## src/rtl/bridge_download_unpacker_pkg.sv

```systemverilog
// -----------------------------------------------------------------------------
// bridge_download_unpacker_pkg
//   Types and constants shared by the download unpacker and its FIFO.
//   - out_state_t : output-stage states (IDLE / LO halfword / HI halfword)
//   - REGION_MSB/LSB : bridge address bits that select the download window
//   - entry_w()   : width of one FIFO entry ({word address, 32-bit data})
// -----------------------------------------------------------------------------
package bridge_download_unpacker_pkg;

  typedef enum logic [1:0] {
    IDLE = 2'd0,
    LO   = 2'd1,
    HI   = 2'd2
  } out_state_t;

  localparam int REGION_MSB = 31;
  localparam int REGION_LSB = 28;

  // A FIFO entry holds the word address (byte address without bits [1:0])
  // followed by the full 32-bit data word.
  function automatic int entry_w(input int addr_width);
    return addr_width - 2 + 32;
  endfunction

endpackage

```

## src/rtl/bridge_download_unpacker_fifo.sv

```systemverilog
// -----------------------------------------------------------------------------
// sync_fifo
//   Single-clock FIFO with registered read data.
//   Ports:
//     clk, reset_n : clock, synchronous active-low reset
//     push, din    : write request / data (ignored when full)
//     pop          : read request (ignored when empty)
//     dout         : read data, valid the cycle after the pop edge; it holds
//                    its value until the next effective pop
//     full, empty  : status, reflecting the state before the next edge
// -----------------------------------------------------------------------------
module sync_fifo #(
  parameter int WIDTH = 8,
  parameter int DEPTH = 16
) (
  input  logic             clk,
  input  logic             reset_n,
  input  logic             push,
  input  logic             pop,
  input  logic [WIDTH-1:0] din,
  output logic [WIDTH-1:0] dout,
  output logic             full,
  output logic             empty
);

  localparam int PW = $clog2(DEPTH);

  logic [WIDTH-1:0] mem [DEPTH];
  // One extra pointer bit tells a full FIFO from an empty one.
  logic [PW:0]      wr_ptr_q, rd_ptr_q;
  logic [WIDTH-1:0] dout_q;
  logic             do_push, do_pop;

  assign empty   = (wr_ptr_q == rd_ptr_q);
  assign full    = (wr_ptr_q[PW] != rd_ptr_q[PW]) &&
                   (wr_ptr_q[PW-1:0] == rd_ptr_q[PW-1:0]);
  assign do_push = push && !full;
  assign do_pop  = pop && !empty;
  assign dout    = dout_q;

  // NOTE: the storage array has no reset; the pointers alone define what is
  // valid, and leaving it unreset lets it map onto plain RAM.
  always_ff @(posedge clk) begin
    if (do_push) begin
      mem[wr_ptr_q[PW-1:0]] <= din;
    end
  end

  always_ff @(posedge clk) begin
    if (!reset_n) begin
      wr_ptr_q <= '0;
      rd_ptr_q <= '0;
      dout_q   <= '0;
    end else begin
      if (do_push) begin
        wr_ptr_q <= wr_ptr_q + {{PW{1'b0}}, 1'b1};
      end
      if (do_pop) begin
        dout_q   <= mem[rd_ptr_q[PW-1:0]];
        rd_ptr_q <= rd_ptr_q + {{PW{1'b0}}, 1'b1};
      end
    end
  end

endmodule

```

## src/rtl/bridge_download_unpacker.sv

```systemverilog
// -----------------------------------------------------------------------------
// bridge_download_unpacker
//   Captures 32-bit APF bridge writes that fall in the download window,
//   buffers them, and replays each as two 16-bit words (low half first) on a
//   valid/ready stream toward the SDRAM writer.
//   Ports:
//     clk, reset_n      : bridge clock, synchronous active-low reset
//     bridge_wr         : write strobe, one cycle per word
//     bridge_addr       : byte address; [31:28] selects the window
//     bridge_wr_data    : little-endian write data
//     bridge_done       : host says all data slots are complete (level)
//     dl_valid/dl_ready : output handshake
//     dl_addr, dl_data  : halfword byte address and data
//     dl_done           : bridge_done seen and everything drained
//     overflow          : sticky, a write was dropped on a full FIFO
// -----------------------------------------------------------------------------
module bridge_download_unpacker
  import bridge_download_unpacker_pkg::*;
#(
  parameter int          ADDR_WIDTH = 26,
  parameter int          DEPTH      = 16,
  parameter logic [3:0]  REGION     = 4'h0
) (
  input  logic                  clk,
  input  logic                  reset_n,
  input  logic                  bridge_wr,
  input  logic [31:0]           bridge_addr,
  input  logic [31:0]           bridge_wr_data,
  input  logic                  bridge_done,
  output logic                  dl_valid,
  input  logic                  dl_ready,
  output logic [ADDR_WIDTH-1:0] dl_addr,
  output logic [15:0]           dl_data,
  output logic                  dl_done,
  output logic                  overflow
);

  localparam int ENTRY_W = entry_w(ADDR_WIDTH);

  out_state_t         state_q;
  logic               valid_q;
  logic               done_q;
  logic               overflow_q;

  logic               accept;
  logic               handshake;
  logic               fifo_push, fifo_pop, fifo_full, fifo_empty;
  logic [ENTRY_W-1:0] fifo_din, fifo_dout;
  logic [ADDR_WIDTH-3:0] entry_addr;
  logic               unused_addr;

  // Only the window-select and word-address bits matter; the rest of the
  // bridge address is intentionally dropped.
  assign unused_addr = ^bridge_addr;

  assign accept    = bridge_wr && (bridge_addr[REGION_MSB:REGION_LSB] == REGION);
  assign fifo_din  = {bridge_addr[ADDR_WIDTH-1:2], bridge_wr_data};
  // Full is judged before this edge, so a pop in the same cycle cannot rescue
  // a write that arrives while full.
  assign fifo_push = accept && !fifo_full;
  assign handshake = valid_q && dl_ready;
  // The FIFO read is registered: popping on the edge that enters LO makes the
  // entry appear on fifo_dout exactly when LO starts, with no bubble.
  assign fifo_pop  = !fifo_empty &&
                     ((state_q == IDLE) || ((state_q == HI) && handshake));

  sync_fifo #(
    .WIDTH (ENTRY_W),
    .DEPTH (DEPTH)
  ) u_fifo (
    .clk     (clk),
    .reset_n (reset_n),
    .push    (fifo_push),
    .pop     (fifo_pop),
    .din     (fifo_din),
    .dout    (fifo_dout),
    .full    (fifo_full),
    .empty   (fifo_empty)
  );

  // NOTE: all state here is sequential and uses non-blocking assignments so
  // every register samples the pre-edge values of its neighbours.
  always_ff @(posedge clk) begin
    if (!reset_n) begin
      state_q    <= IDLE;
      valid_q    <= 1'b0;
      done_q     <= 1'b0;
      overflow_q <= 1'b0;
    end else begin
      if (accept && fifo_full) begin
        overflow_q <= 1'b1;
      end
      done_q <= bridge_done && fifo_empty && (state_q == IDLE) && !accept;

      unique case (state_q)
        IDLE: begin
          if (!fifo_empty) begin
            state_q <= LO;
            valid_q <= 1'b1;
          end
        end
        LO: begin
          if (handshake) begin
            state_q <= HI;
          end
        end
        HI: begin
          if (handshake) begin
            if (!fifo_empty) begin
              state_q <= LO;
            end else begin
              state_q <= IDLE;
              valid_q <= 1'b0;
            end
          end
        end
        default: begin
          state_q <= IDLE;
          valid_q <= 1'b0;
        end
      endcase
    end
  end

  // Data and address come straight from the FIFO's read register, which only
  // moves on a pop, so they stay stable for as long as the consumer stalls.
  assign entry_addr = fifo_dout[ENTRY_W-1:32];
  assign dl_valid   = valid_q;
  assign dl_data    = !valid_q          ? 16'h0000 :
                      (state_q == HI)   ? fifo_dout[31:16] : fifo_dout[15:0];
  assign dl_addr    = !valid_q ? '0 : {entry_addr, (state_q == HI), 1'b0};
  assign dl_done    = done_q;
  assign overflow   = overflow_q;

endmodule
```

## config.mk

```make
export PLATFORM = sky130hd
export DESIGN_NAME = bridge_download_unpacker
export DESIGN_NICKNAME = d
export VERILOG_FILES = /design/src/rtl/bridge_download_unpacker_pkg.sv /design/src/rtl/bridge_download_unpacker_fifo.sv /design/src/rtl/bridge_download_unpacker.sv
export SDC_FILE = /design/constraint.sdc
export NUM_CORES = 1
export LEC_CHECK = 0
export ABC_AREA = 1
export BUFFER_PORTS_ARGS = -buffer_cell sky130_fd_sc_hd__buf_2
export CAP_MARGIN = 30
export CORE_MARGIN = 8
export CORE_UTILIZATION = 50
export DETAILED_ROUTE_END_ITERATION = 8
export PLACE_DENSITY_LB_ADDON = 0.05
export SYNTH_ARGS = -nofsm -noshare
export SYNTH_HDL_FRONTEND = slang
export SYNTH_SLANG_ARGS = --single-unit
```

## constraint.sdc

```tcl
create_clock -name clk -period 4.8 [get_ports clk]
set_input_delay 0.96 -clock clk [delete_from_list [all_inputs] [get_ports clk]]
set_output_delay 0.96 -clock clk [all_outputs]
set_load 0.1 [all_outputs]
```

-- Yosys cells after proc, flatten, opt, wreduce, memory -nomap -nowiden
Memories as Yosys holds them, arrays and structs flattened. A register that Yosys moved wholly into a read port is not among the register bits.
Index checks and enable logic that the tools add are counted.
- add/subtract/negate cells: 2
- eq/ne operators: 9
- bitwise logic cells: 1
- reduce and logical (&&, ||, !) cells: 21
- muxes and demuxes: 14
- operator list (operator ; number):
    2-to-1 mux 16 bit ; 2
    2-to-1 mux 26 bit ; 1
    logical AND 1 bit ; 12
    adder 5 x 1 -> 5 bit (second input constant) ; 2
    != test 2 bit (second input constant) ; 4
    2-to-1 mux 1 bit ; 6
    2-to-1 mux 2 bit ; 3
    case mux 2 bit (3 select lines) ; 1
    == test 5 bit ; 1
    == test 4 bit ; 1
    logical NOT 1 bit ; 4
    logical NOT 4 bit ; 1
    AND reduction 4 bit ; 1
    case mux 1 bit (3 select lines) ; 1
    AND reduction 3 bit ; 1
    == test 2 x 1 -> 1 bit (second input constant) ; 1
    == test 2 bit (second input constant) ; 1
    logical NOT 2 bit ; 1
    logical OR 1 bit ; 1
    != test 1 bit ; 1
    NOT 1 bit ; 1
- register bits after elaboration: 15
- word-level logic and storage cells: 54
- memories: 1
- RAM bits: 896
- output and inout port bits: 45
- memory list (name ; words ; bits a word ; read ports ; clocked after Yosys merged registers in ; wr ports ; RTL line ; text):
    u_fifo.mem ; 16 ; 56 ; 1 ; 1 ; 1 ; bridge_download_unpacker_fifo.sv:28 ; logic [WIDTH-1:0] mem [DEPTH];

-- Logic depth before layout (Yosys ltp)
- word-level depth: 7
- mapped depth: 14
- mapped depth without buffers: 11

-- Modules after synthesis
A second synthesis with hierarchy kept.
- cells, all modules: 3984
- area, all modules: 40969.3 um^2
- by module, submodules not included (module ; sequential area each (um^2) ; times used ; area an instance (um^2) ; cells each):
    sync_fifo ; 28227.1 ; 1 ; 40238.6 ; 3842
    bridge_download_unpacker ; 100.1 ; 1 ; 730.7 ; 142

-- Worst setup path after synthesis
Ideal clock, no wire load.
- kind: input to register
- start: input bridge_addr[29]
- end: memory u_fifo.mem[0][0] (netlist name), enable pin
- data arrival time: 4.230 ns
- stages on the path: 8
- slack: 0.100 ns
- required time: 4.330 ns
- path buffers: 0
- cell sequence: or2_2 -> nor3_1 -> nand2_1 -> inv_1 -> nand2_2 -> inv_1 -> nand2_1 -> nor2_1
- word-level cells in the longest chain between the ends: 6
- RTL lines (element ; RTL line ; text):
    start: declaration ; bridge_download_unpacker.sv:27 ; input logic [31:0] bridge_addr,
    logical NOT 4 bit ; bridge_download_unpacker.sv:56 ; assign accept = bridge_wr && (bridge_addr[REGION_MSB:REGION_LSB] == REGION);
    logical AND 1 bit ; bridge_download_unpacker.sv:56 ;
    logical AND 1 bit ; bridge_download_unpacker.sv:60 ; assign fifo_push = accept && !fifo_full;
    logical AND 1 bit ; bridge_download_unpacker_fifo.sv:37 ; assign do_push = push && !full;
    2-to-1 mux 1 bit ; bridge_download_unpacker_fifo.sv:44 ; if (do_push) begin
    2-to-1 mux 1 bit (not written as such) ; bridge_download_unpacker_fifo.sv:45 ; mem[wr_ptr_q[PW-1:0]] <= din;
    end: declaration ; bridge_download_unpacker_fifo.sv:28 ;
Every way passes these cells.

-- Worst setup path in the final report
- start: register state_q[0]
- end: output dl_data[11]
- word-level cells in the longest chain between the ends: 3
- RTL lines (element ; RTL line ; text):
    start: declaration ; bridge_download_unpacker.sv:40 ; out_state_t state_q;
    start signal: assignment ; bridge_download_unpacker.sv:85 ; state_q <= IDLE;
    start signal: assignment ; bridge_download_unpacker.sv:98 ; state_q <= LO;
    start signal: assignment ; bridge_download_unpacker.sv:104 ; state_q <= HI;
    == test 2 bit ; bridge_download_unpacker.sv:130 ; (state_q == HI) ? fifo_dout[31:16] : fifo_dout[15:0];
    2-to-1 mux 16 bit ; bridge_download_unpacker.sv:130 ;
    2-to-1 mux 16 bit ; bridge_download_unpacker.sv:129 ; assign dl_data = !valid_q ? 16'h0000 :
    end: declaration ; bridge_download_unpacker.sv:33 ; output logic [15:0] dl_data,
Every way passes these cells.

==> flow_summary.toml <==
[clock_tree]
cts_buffer_depth = 3
clk_pin_slew_ns = 0.06
tritoncts = "yes"
htree_levels = 3
root_buffer = "clkbuf_16"
clk_latency_ns = 0.65
clock_sinks = 967
cts_resized = 0
postCtsHoldBufs = 0
cts-buffers-inserted = 101
postCtsSetupRepairBufs = 0

[final_layout]
nets = 3367
synthToLayoutAreaGrowth_pct = 11.79
postLayoutCellArea_sq_um = 43310
drive_above_1_share_pct = 10.99
postLayoutCoreUtil_pct = 56.19

[logic_synthesis]
yosysSeqAreaShare_pct = 73.11
synth_area_leader_cell = "edfxtp_1"
synth_mux_area_share_pct = 0
ys_seq_elements = 967
avgSynthCellArea_sq_um = 11.97
synth_top_family_by_area = "simple AND/OR/NAND/NOR gates"
synth_area_leaders = "edfxtp_1 69%, nor2_1 7.2%, dfxtp_1 3.7%"
synth-compound-area-share_pct = 10.42
synthSimpleGateAreaFrac_pct = 12.16
syn-instance-count = 3237
netlist.area_leader.share_pct = 69.44
synth.distinct_cells = 32
synthesis.nets = 3311
yosysWarningCount = 0
yosys.area_share.adder_pct = 0.1615
synth_xor_area_share_pct = 0.1130
syn_area_sq_um = 38740

[pwr]
p_leak_nw = 15.22
internal-power_mw = 14.98
p_seq_share_pct = 44.2
finalPower_mw = 21.62
combPwrFrac_pct = 21.6
power.density_nw_per_um2 = 499.2
vdd.ir_drop.worst_mv = 0.3561
p_sw_share_pct = 30.70
netSwitchingPower_mw = 6.638
clkPwrFrac_pct = 34.3

[floorplanning]
io_pins = 114
design.die.area_sq_um = 86650
core_area_sq_um = 77080
die_h_microns = 294.4
placementRows = 102
initial_core_util_pct = 50.26
die_w_microns = 294.4

[worst_setup_path]
cp_top_family = "buffers and inverters"
worstPathBufferInverterCount = 3
crit_fanout = 29
reg2reg_depth = 10
rr_endpoint = "u_fifo.mem[14][7]"
required_ns = 3.84
crit_chain = "inv_1 -> nand2_1 -> buf_16 -> o21ai_0 -> a21oi_1 -> buf_2"
ff2ff_setup_slack_ns = 1.33
startpoint_type = "register"
rr_startpoint = "u_fifo.rd_ptr_q[0]"
crit_slowest_cell = "buf_2"
crit_path_end_kind = "output port"
arrival_ns = 2.53
timing_worst_setup_path_type = "reg2out"
cpPeakStageDelay_ns = 0.51

[placement]
placed_area_sq_um = 40110
place_hpwl_microns = 49830
io_buffer_count = 108
gp_congestion = 0.7948

[detailed_routing]
drt-total-wl_microns = 99550
viasPerCell = 5.585
wl_per_cell_microns = 22.53
via_count = 24680
drc = 0
drt-initial-drc-count = 2210
ant_nets = 0
drt_pass1_iterations = 6

[grt]
grt_pass1_vias = 23870
grt_start_max_net_pins = 236
grt.total_usage_pct = 22.68
grt-ovfl-total = 0
grt_pass1_wl_microns = 148800
grt_antenna_before_repair = 4

[worst_hold_path]
min_path_type = "reg2reg"
hold-path-endpoint = "overflow"
whs_path_depth = 2
min_from = "overflow"

[sta]
skew_ns = 0.02240
period_needed_ns = 3.487
worstMarginPinSlew_ns = 1.048
timing.fmax_mhz = 286.8
finalSetupTns_ns = 0
slew_viol_final = 0
relSlewSlack_pct = 30.17
final_hold_viol_count = 0
report.final.setup_viol = 0
finalCritPeriodShare_pct = 72.64
rsz0062_at_grt = "false"

[outcome]
status = "complete, no violations"

[run]
maxCapViolations = 0
worst min-delay path, cell delays in order, from the launching register on:
cell	delay (ns)
dfxtp_1	0.33
nor2_1	0.05
nor2_1	0.07
per-layer routing:
| metal | part of all wire [%] | wire length, microns | up-vias | GRT usage [%] |
|---|---|---|---|---|
| met2 | 47 | 46790 | 750 | 37.16 |
| met4 | 2.3 | 2251 | 4 | 5.961 |
| met3 | 6.5 | 6423 | 154 | 3.757 |
| met1 | 44 | 44060 | 12240 | 31.52 |
| met5 | 0.027 | 27 | - | 0 |
| li1 | - | - | 11530 | - |
registers in the layout (all words and copies together), names as in the netlist:
signal	flops
dl_done	1
dl_valid	1
overflow	1
state_q	2
u_fifo.dout	56
u_fifo.mem	896
u_fifo.rd_ptr_q	5
u_fifo.wr_ptr_q	5
logic make-up after synthesis:
family	after synthesis
other	1
AOI/OAI and AO/OA	737
buffers and inverters	323
and+or+nand+nor	1199
adders and majority gates	5
DFF	967
xor gates and xnor gates	5
cells in the final DEF (no fill, tap or decap), types with 2 or more instances in the layout:
cell type	Yosys	routed
xnor2_1	3	3
dfxtp_4	0	3
nor3_1	3	3
edfxtp_1	896	896
a21oi_1	43	43
nand4_1	2	2
clkinv_2	0	17
o211ai_1	112	112
clkinvlp_4	0	2
o21ai_1	258	258
buf_2	51	108
ha_1	5	5
clkbuf_1	96	28
nand2_1	343	343
bufinv_16	0	6
buf_12	0	10
nor2_4	1	18
nand3_1	62	62
clkbuf_16	0	102
inv_2	7	8
dfxtp_1	71	67
o22ai_1	56	56
nor2_1	745	728
xor2_1	2	2
inv_1	106	105
nor2_2	38	38
o21ai_0	268	268
buf_4	23	42
clkinv_1	0	23
clkbuf_8	0	8
area by class of cell:
cell class | count | area (sq um)
Sequential cell | 967 | 28340
Fill cell | 6427 | 33770
Clock buffer | 138 | 2768
Tap cell | 1040 | 1301
Clock inverter | 49 | 382.9
Multi-Input combinational cell | 1947 | 8989
Inverter | 115 | 446.7
Antenna cell | 1 | 2.502
Timing Repair Buffer | 161 | 1084
how the worst max path moves through the flow:
stage / endpoint / cells past startpoint / startpoint / slack, ns
floorplan: u_fifo.mem[0][0] / 8 / bridge_addr[29] / 0.1
global placement: u_fifo.mem[13][23] / 10 / bridge_addr[29] / 1.07
detailed placement: u_fifo.mem[13][18] / 10 / bridge_addr[29] / 1.07
CTS: dl_data[13] / 5 / state_q[0] / 0.85
global route: u_fifo.mem[14][9] / 10 / u_fifo.rd_ptr_q[0] / 1.15
finish: dl_data[11] / 6 / state_q[0] / 1.31
Yosys cell counts (all sizes together):
cell / number
edfxtp: 896
a21oi: 43
nand2: 345
nor3: 3
o211ai: 112
inv: 115
o22ai: 56
ha: 5
nand4: 2
or2: 1
conb: 1
clkbuf: 97
buf: 111
nand3: 63
nor2: 784
nand3b: 1
xor2: 2
o21ai: 526
xnor2: 3
dfxtp: 71
metrics by stage:
stage	cells	hold WS, ns	worst slack, ns
global route	4417	0.5341	1.154
global placement	4227	0.4449	1.067
floorplan	3237	0.4812	0.09961
CTS	4415	0.4927	0.8462
finish	4418	0.4884	1.313
detailed placement	4228	0.4791	1.068
power by group through the flow:
| stage | Clock (mW) | Sequential (mW) | Combinational, mW |
|---|---|---|---|
| after global placement | 0 | 9.72 | 4.59 |
| after detailed placement | 0 | 9.72 | 4.67 |
| after CTS | 7.56 | 9.55 | 4.69 |
| after floorplan | 0 | 9.66 | 3.63 |
| final | 7.41 | 9.55 | 4.66 |
| after global routing | 7.92 | 9.56 | 5.20 |
No activity file was read; power rests on OpenSTA's default activity.
